--- src/rtl/gpio_edge_irq_if.sv ---
// Register strobe bus between the GPIO wrapper (master) and gpio_edge_irq (slave).
//   reg_addr   word index of the register
//   reg_wr     one-cycle write strobe
//   reg_rd     read strobe
//   reg_wdata  write data
//   reg_rdata  registered read data, returned by the slave
interface gpio_edge_irq_if #(
    parameter int WIDTH = 32
);
    logic [2:0]       reg_addr;
    logic             reg_wr;
    logic             reg_rd;
    logic [WIDTH-1:0] reg_wdata;
    logic [WIDTH-1:0] reg_rdata;

    modport master (
        output reg_addr,
        output reg_wr,
        output reg_rd,
        output reg_wdata,
        input  reg_rdata
    );

    modport slave (
        input  reg_addr,
        input  reg_wr,
        input  reg_rd,
        input  reg_wdata,
        output reg_rdata
    );
endinterface

--- src/rtl/gpio_edge_irq.sv ---
// GPIO input conditioner and interrupt source.
// Per pin: 2-FF synchroniser, optional tick-based debounce, rise/fall detection,
// sticky pending bits OR-reduced into one registered interrupt.
//   clk        system clock, rising edge
//   rst        synchronous reset, active-high
//   pin_in     raw pin levels, asynchronous to clk
//   bus        register strobe port (slave side)
//   level_out  conditioned pin level
//   irq        registered interrupt request
// Register map: 0 LEVEL(RO) 1 RISE_EN 2 FALL_EN 3 PENDING(W1C) 4 DEB_EN
//               5 PEND_SET(W1S, reads 0) 6-7 reserved (read 0)
module gpio_edge_irq #(
    parameter int WIDTH    = 32,
    parameter int TICK_DIV = 16
) (
    input  logic             clk,
    input  logic             rst,
    input  logic [WIDTH-1:0] pin_in,
    gpio_edge_irq_if.slave   bus,
    output logic [WIDTH-1:0] level_out,
    output logic             irq
);
    localparam int CW = (TICK_DIV > 1) ? $clog2(TICK_DIV) : 1;
    localparam logic [CW-1:0] CNT_MAX = CW'(TICK_DIV - 1);

    logic [WIDTH-1:0] s1, s2;
    logic [WIDTH-1:0] hist0, hist1;
    logic [WIDTH-1:0] level, level_d, level_nxt;
    logic [WIDTH-1:0] rise_en, fall_en, deb_en, pending, pending_nxt;
    logic [WIDTH-1:0] rise, fall, w1c, w1s, agree, sel;
    logic [WIDTH-1:0] rd_mux;
    logic [CW-1:0]    cnt;
    logic             tick;

    assign tick      = (cnt == CNT_MAX);
    assign level_out = level;

    // A debounced bit follows s2 only when the two previous tick samples and
    // the current one all agree; an undebounced bit follows s2 every cycle.
    always_comb begin
        agree     = ~(hist1 ^ hist0) & ~(hist0 ^ s2);
        sel       = ~deb_en | (tick ? agree : '0);
        level_nxt = (s2 & sel) | (level & ~sel);
    end

    always_comb begin
        rise = level & ~level_d;
        fall = ~level & level_d;
        w1c  = (bus.reg_wr && bus.reg_addr == 3'd3) ? bus.reg_wdata : '0;
        w1s  = (bus.reg_wr && bus.reg_addr == 3'd5) ? bus.reg_wdata : '0;
        // Hardware/software set is applied after the clear so a new event
        // arriving with a W1C on the same bit is not lost.
        pending_nxt = (pending & ~w1c) | (rise & rise_en) | (fall & fall_en) | w1s;
    end

    always_comb begin
        rd_mux = '0;
        case (bus.reg_addr)
            3'd0:    rd_mux = level;
            3'd1:    rd_mux = rise_en;
            3'd2:    rd_mux = fall_en;
            3'd3:    rd_mux = pending;
            3'd4:    rd_mux = deb_en;
            default: rd_mux = '0;
        endcase
    end

    always_ff @(posedge clk) begin
        if (rst) begin
            s1            <= '0;
            s2            <= '0;
            hist0         <= '0;
            hist1         <= '0;
            level         <= '0;
            level_d       <= '0;
            rise_en       <= '0;
            fall_en       <= '0;
            deb_en        <= '0;
            pending       <= '0;
            cnt           <= '0;
            bus.reg_rdata <= '0;
            irq           <= 1'b0;
        end else begin
            s1      <= pin_in;
            s2      <= s1;
            cnt     <= tick ? '0 : cnt + CW'(1);
            if (tick) begin
                hist1 <= hist0;
                hist0 <= s2;
            end
            level   <= level_nxt;
            level_d <= level;
            pending <= pending_nxt;
            irq     <= |pending;
            if (bus.reg_wr) begin
                case (bus.reg_addr)
                    3'd1:    rise_en <= bus.reg_wdata;
                    3'd2:    fall_en <= bus.reg_wdata;
                    3'd4:    deb_en  <= bus.reg_wdata;
                    default: ;
                endcase
            end
            if (bus.reg_rd)
                bus.reg_rdata <= rd_mux;
        end
    end
endmodule

--- src/flat_wrapper.sv ---
// flat-port wrapper written by rule: the top's interface ports become plain ports
module gpio_edge_irq_flat 
#(
    parameter int WIDTH    = 32,
    parameter int TICK_DIV = 16
)
  (clk, rst, pin_in, level_out, irq, bus_reg_addr, bus_reg_wr, bus_reg_rd, bus_reg_wdata, bus_reg_rdata);
  gpio_edge_irq_if #(.WIDTH(WIDTH)) bus_i ();
  input  logic clk;
  input  logic rst;
  input  logic [WIDTH-1:0] pin_in;
  output logic [WIDTH-1:0] level_out;
  output logic irq;
  input wire logic [$bits(bus_i.reg_addr)-1:0] bus_reg_addr;
  input wire logic [$bits(bus_i.reg_wr)-1:0] bus_reg_wr;
  input wire logic [$bits(bus_i.reg_rd)-1:0] bus_reg_rd;
  input wire logic [$bits(bus_i.reg_wdata)-1:0] bus_reg_wdata;
  output wire logic [$bits(bus_i.reg_rdata)-1:0] bus_reg_rdata;
  assign bus_i.reg_addr = bus_reg_addr;
  assign bus_i.reg_wr = bus_reg_wr;
  assign bus_i.reg_rd = bus_reg_rd;
  assign bus_i.reg_wdata = bus_reg_wdata;
  assign bus_reg_rdata = bus_i.reg_rdata;
  gpio_edge_irq #(.WIDTH(WIDTH), .TICK_DIV(TICK_DIV)) u_core (.clk(clk), .rst(rst), .pin_in(pin_in), .bus(bus_i), .level_out(level_out), .irq(irq));
endmodule
--- config.mk ---
export PLATFORM = sky130hd
export DESIGN_NAME = gpio_edge_irq_flat
export DESIGN_NICKNAME = d
export VERILOG_FILES = /design/src/rtl/gpio_edge_irq_if.sv /design/src/rtl/gpio_edge_irq.sv /design/src/flat_wrapper.sv
export SDC_FILE = /design/constraint.sdc
export NUM_CORES = 1
export LEC_CHECK = 0
export BUFFER_PORTS_ARGS = -buffer_cell sky130_fd_sc_hd__buf_2
export CAP_MARGIN = 20
export CORE_UTILIZATION = 35
export CTS_CLUSTER_SIZE = 40
export DETAILED_ROUTE_END_ITERATION = 10
export GPL_TIMING_DRIVEN = 0
export HOLD_SLACK_MARGIN = 0.02
export PLACE_DENSITY = 0.52
export SYNTH_ARGS = -nofsm -noshare
export SYNTH_HDL_FRONTEND = slang
export SYNTH_SLANG_ARGS = --single-unit
export TNS_END_PERCENT = 100
--- constraint.sdc ---
create_clock -name clk -period 2.35 [get_ports clk]
set_clock_uncertainty 0.05 [all_clocks]
set_input_delay 0.1175 -clock clk [delete_from_list [all_inputs] [get_ports clk]]
set_output_delay 0.1175 -clock clk [all_outputs]
set_load 0.01 [all_outputs]
## Word level (Yosys, flattened, before mapping)

Index checks and enable logic that the tools add are counted.

| cells by class | value |
|---|---|
| mux-type cells | 4 |
| shifts and indexed selects | 0 |
| order comparisons | 0 |
| div/mod/pow operators | 0 |
| multiply operators | 0 |
| bitwise logic cells | 22 |
| reductions and logical operators | 8 |
| equality and inequality tests | 6 |
| add/sub/neg operators | 1 |

Operators by type and width:

| kind | count |
|---|---|
| $and 32x32->32 | 8 |
| $not 32->32 | 7 |
| $or 32x32->32 | 5 |
| $pmux 32 s5 | 1 |
| $mux 32 | 3 |
| $xor 32x32->32 | 2 |
| $reduce_or 32->1 | 1 |
| $eq 3x2->1 const B | 2 |
| $eq 3x3->1 const B | 2 |
| $reduce_and 2->1 | 3 |
| $add 4x1->4 const B | 1 |
| $eq 4x4->1 const B | 1 |
| $eq 3x1->1 const B | 1 |
| $logic_not 3->1 | 1 |
| $logic_and 1x1->1 | 2 |
| $reduce_or 2->1 | 1 |

| storage, ports and cells | value |
|---|---|
| latch bits | 0 |
| input port bits | 71 |
| register bits | 357 |
| word-level logic and storage cells | 54 |
| memory bits (writable) | 0 |
| ROM bits | 0 |
| output and inout port bits | 65 |
| memories | 0 |

## Longest topological paths before layout

| logic depth | value |
|---|---|
| depth after elaboration | 8 |
| mapped depth | 7 |
| mapped depth without buffers | 4 |

## Least setup slack after synthesis

OpenSTA, ideal clock, no wires.

| timing path | value |
|---|---|
| kind | reg-to-reg |
| from | register u_core.cnt[0] |
| to | register with a tool-made name |
| data required time | 2.197 ns |
| path slack | 0.826 ns |
| library setup time | 0.103 ns |
| path buffers | 2 |
| period minus slack after synthesis | 1.524 ns |
| cell stages (with the launch flop) | 7 |
| data arrival time | 1.370 ns |
| cell sequence | dfxtp_1 > ha_1 > and3_1 > buf_2 > buf_2 > a21oi_1 > a2111oi_2 |

RTL lines:

| element | line | text |
|---|---|---|
| start, declared | gpio_edge_irq.sv:32 | `logic [CW-1:0] cnt;` |
| start signal, assigned | gpio_edge_irq.sv:86 | `cnt <= tick ? '0 : cnt + CW'(1);` |

## Final worst setup path

| timing path | value |
|---|---|
| from | register u_core.cnt[0] |
| to | register u_core.hist0[22] |

| on the way | value |
|---|---|
| longest elaborated chain between the ends | 1 |

Ends and longest elaborated chain:

| element | line | text |
|---|---|---|
| $eq 4x4->1 | gpio_edge_irq.sv:35 | `assign tick = (cnt == CNT_MAX);` |
| end signal, assigned | gpio_edge_irq.sv:72 | `hist0 <= '0;` |
| end signal, assigned | gpio_edge_irq.sv:89 | `hist0 <= s2;` |
| end, declared | gpio_edge_irq.sv:27 | `logic [WIDTH-1:0] hist0, hist1;` |

No other way between the ends.
A chain may end at the register's enable or synchronous reset.

==> reports/metrics.yaml <==
cts:
  clkSlewWorstSetupHoldPaths_ns: 0.06
  cts_tree: "yes"
  cts_sinks: 357
  cts-root-buf: "clkbuf_16"
  clock_latency_ns: 0.56
  ctsLongestPathBuffers: 3
  htree_levels: 2
  numCtsBuffers: 41
critical_path:
  regToRegSetupSlack_ns: 0.20
  reg2reg_from: "u_core.cnt[0]$_SDFF_PP0_"
  worstPathRequired_ns: 2.79
  crit_family: "buffers and inverters"
  rr_worst_depth: 6
  path_depth: 6
  reg2reg_to: "u_core.hist0[22]$_SDFFE_PP0P_"
  crit_path_top_delay_cell: "buf_1"
  slowest_delay_ns: 0.54
  crit_arrival_ns: 2.59
  endpoint_kind: "flop"
  crit_type: "flop to flop"
  crit_path_max_fanout: 10
  path_cells: "ha_1, nand3_1, buf_2, buf_1, nand2_1, a21oi_1"
  critPathBufInv: 2
  startpoint_type: "flop"
logic_synthesis:
  synth-seq-cells: 357
  post_synth.cell_area_avg_sq_um: 8.69
  syn-cell-area_sq_um: 14700
  syn_nets: 1769
  synth-main-ff-cell: "dfxtp_1"
  ys_seq_area_share_pct: 48.5
  synth_cell_types: 46
  synth-edff-count: 0
  synth_top_area_share_pct: 48.5
  yosys-top-cells-area: "dfxtp_1 48%, nand2_1 11%, a21oi_1 6.8%"
  synth_top_cell_by_area: "dfxtp_1"
  synthCells: 1697
  async_flop_share_pct: 0
  yosys_warnings: 0
grt:
  grt.overflow.total: 0
  grt_pass1_wl_um: 76700
  grt_pass1_vias: 12600
  antenna_found_initial: 0
  grt.total_usage_pct: 23.5
  grt_max_degree: 13
finish:
  final_area_sq_um: 18100
  fill_cells: 4052
  layout_common_cells: "417 x nand2_1, 357 x dfxtp_1, 201 x a21oi_1"
  area_delta_synth_final_pct: 22.4
  finalCoreUtilization_pct: 43.8
  layout-drive-gt1-share_pct: 17.0
  num_antenna_cells: 0
  nets: 2011
  final_common_cell: "nand2_1"
worst_hold_path:
  hold_path.class: "input port to flop"
  whs_path_depth: 5
  min_from: "bus_reg_addr[0]"
  hold_end: "u_core.fall_en[31]$_SDFFE_PP0P_"
detailed_routing:
  first_pass_iters: 8
  wl_per_cell_um: 20.5
  wirelength_um: 51300
  initialDrtViolationCount: 987
  ant_nets: 0
  vias: 13100
  viasPerCell: 5.27
  drc: 0
timing:
  setup_viol: 0
  max_freq_ghz: 0.465
  fin_tns_setup_ns: 0
  worstMarginPinSlew_ns: 1.05
  fin_crit_ns: 2.15
  finalMaxSlewViolations: 0
  rsz0062_at_grt: "no"
  period_share_pct: 91.4
  slew_headroom_pct: 30.3
  hold_viol_final: 0
power:
  ir_drop_mv: 0.437
  clkPwrFrac_pct: 47.2
  p_sw_share_pct: 23.8
  power-per-cell-area_nw_per_um2: 750
  p_sw_mw: 3.23
  intPower_mw: 10.3
  leakage_nw: 6.58
  p_comb_share_pct: 6.3
  seq_power_share_pct: 46.5
die:
  fp-row-count: 74
  die_x_um: 207
  dieArea_sq_um: 43000
  die_y_um: 207
  initial_core_util_pct: 35.8
  ios: 136
  core-area_sq_um: 41200
placement:
  gp_congestion: 0.841
  numPortBuffers: 134
  place_area_sq_um: 16100
  dp_hpwl_um: 35000
status:
  outcome: "finished, final reports clean"
flow_run:
  cap_violations: 0
-- cell usage after synthesis, types with 4 or more instances --
library cell / instances
a2111oi_0: 4
a2111oi_1: 5
a2111oi_2: 10
a21boi_0: 21
a21boi_1: 11
a21oi_1: 201
a221oi_1: 25
a221oi_2: 7
a22oi_1: 31
a311oi_1: 13
a31oi_1: 32
buf_1: 7
buf_2: 37
buf_4: 23
clkbuf_1: 50
dfxtp_1: 357
inv_1: 52
mux2_2: 62
nand2_1: 417
nand2b_1: 52
nand4bb_1: 4
nor2b_1: 109
nor3_1: 14
nor4_1: 21
o21a_1: 13
o21ai_0: 34
o21bai_1: 13
o22a_1: 32
o31ai_1: 19
-- cell families (layout without fill, tap and decap cells) --
kind of cell	Yosys count	after routing	share of synthesized area [%]
xor+xnor	1	1	0.0594
mux	63	63	4.80
buf+inv	170	438	5.23
flops	357	357	48.5
fa+ha+maj	1	1	0.0848
compound gates	473	473	21.4
simple gates	632	632	20.0
-- worst reg2reg max path, cell delays in order, from the launching register on --
cell	delay, ns
dfxtp_1	0.34
ha_1	0.26
nand3_1	0.26
buf_2	0.35
buf_1	0.54
nand2_1	0.12
a21oi_1	0.16
-- worst max-delay path by stage --
stage | slack [ns] | start | end
floorplan | 0.83 | u_core.cnt[0]$_SDFF_PP0_ | flop
global placement | 0.12 | rst | u_core.hist1[22]$_SDFFE_PP0P_
detailed placement | 0.12 | rst | u_core.deb_en[27]$_SDFFE_PP0P_
CTS | 0.15 | u_core.cnt[0]$_SDFF_PP0_ | u_core.hist1[0]$_SDFFE_PP0P_
global route | 0.03 | u_core.cnt[0]$_SDFF_PP0_ | u_core.hist0[25]$_SDFFE_PP0P_
finish | 0.20 | u_core.cnt[0]$_SDFF_PP0_ | u_core.hist0[22]$_SDFFE_PP0P_
-- flip-flops by register name (all words and copies together) (netlist names), named ones only --
| signal | cells |
|---|---|
| u_core.bus.reg_rdata | 32 |
| u_core.cnt | 4 |
| u_core.deb_en | 32 |
| u_core.fall_en | 32 |
| u_core.hist0 | 32 |
| u_core.hist1 | 32 |
| u_core.irq | 1 |
| u_core.level_d | 32 |
| u_core.pending | 32 |
| u_core.rise_en | 32 |
| u_core.s1 | 32 |
| u_core.s2 | 32 |
-- per-stage QoR --
step	setup WS, ns	hold slack [ns]	cells	power (mW)
6_report	0.201	0.0697	2497	13.5
2_1_floorplan	0.826	0.196	1697	6.81
3_3_place_gp	0.123	0.273	2363	7.19
3_5_place_dp	0.120	0.279	2363	7.20
5_1_grt	0.0344	0.0753	2497	14.0
4_1_cts	0.152	0.0292	2497	13.7
-- metal layers --
metal	vias up	wire length [um]	track usage, %
met4	0	1230	7.36
met2	403	23500	38.3
met1	6315	23800	32.1
met3	77	2750	3.36
met5	-	0	0
li1	6354	-	-
-- area by class of cell --
cell class | count | area, sq um | share of cell area [%]
sequential | 357 | 7150 | 39.6
multi-input combinational | 1170 | 6830 | 37.8
timing repair buffer | 199 | 1320 | 7.32
clock buffer | 61 | 1220 | 6.78
tap | 532 | 666 | 3.69
buffer | 117 | 573 | 3.17
inverter | 53 | 199 | 1.10
clock inverter | 8 | 93.8 | 0.520
-- timing repair --
| item | in CTS | in global routing |
|---|---|---|
| buffers inserted | 0 | 0 |
| setup endpoints to repair | 0 | 1 |
| endpoints found under the hold margin | 163 | 0 |
| gates resized for setup | 0 | 1 |
| hold buffers | 65 | 0 |
-- power groups by stage --
stage / logic, mW / registers [mW] / clock network, mW
after floorplan: 0.423 / 6.38 / 0
after global placement: 0.764 / 6.42 / 0
after detailed placement: 0.771 / 6.43 / 0
after CTS: 0.857 / 6.29 / 6.52
after global routing: 0.923 / 6.31 / 6.75
final: 0.859 / 6.30 / 6.39
Power figures use the tool's default switching activity.
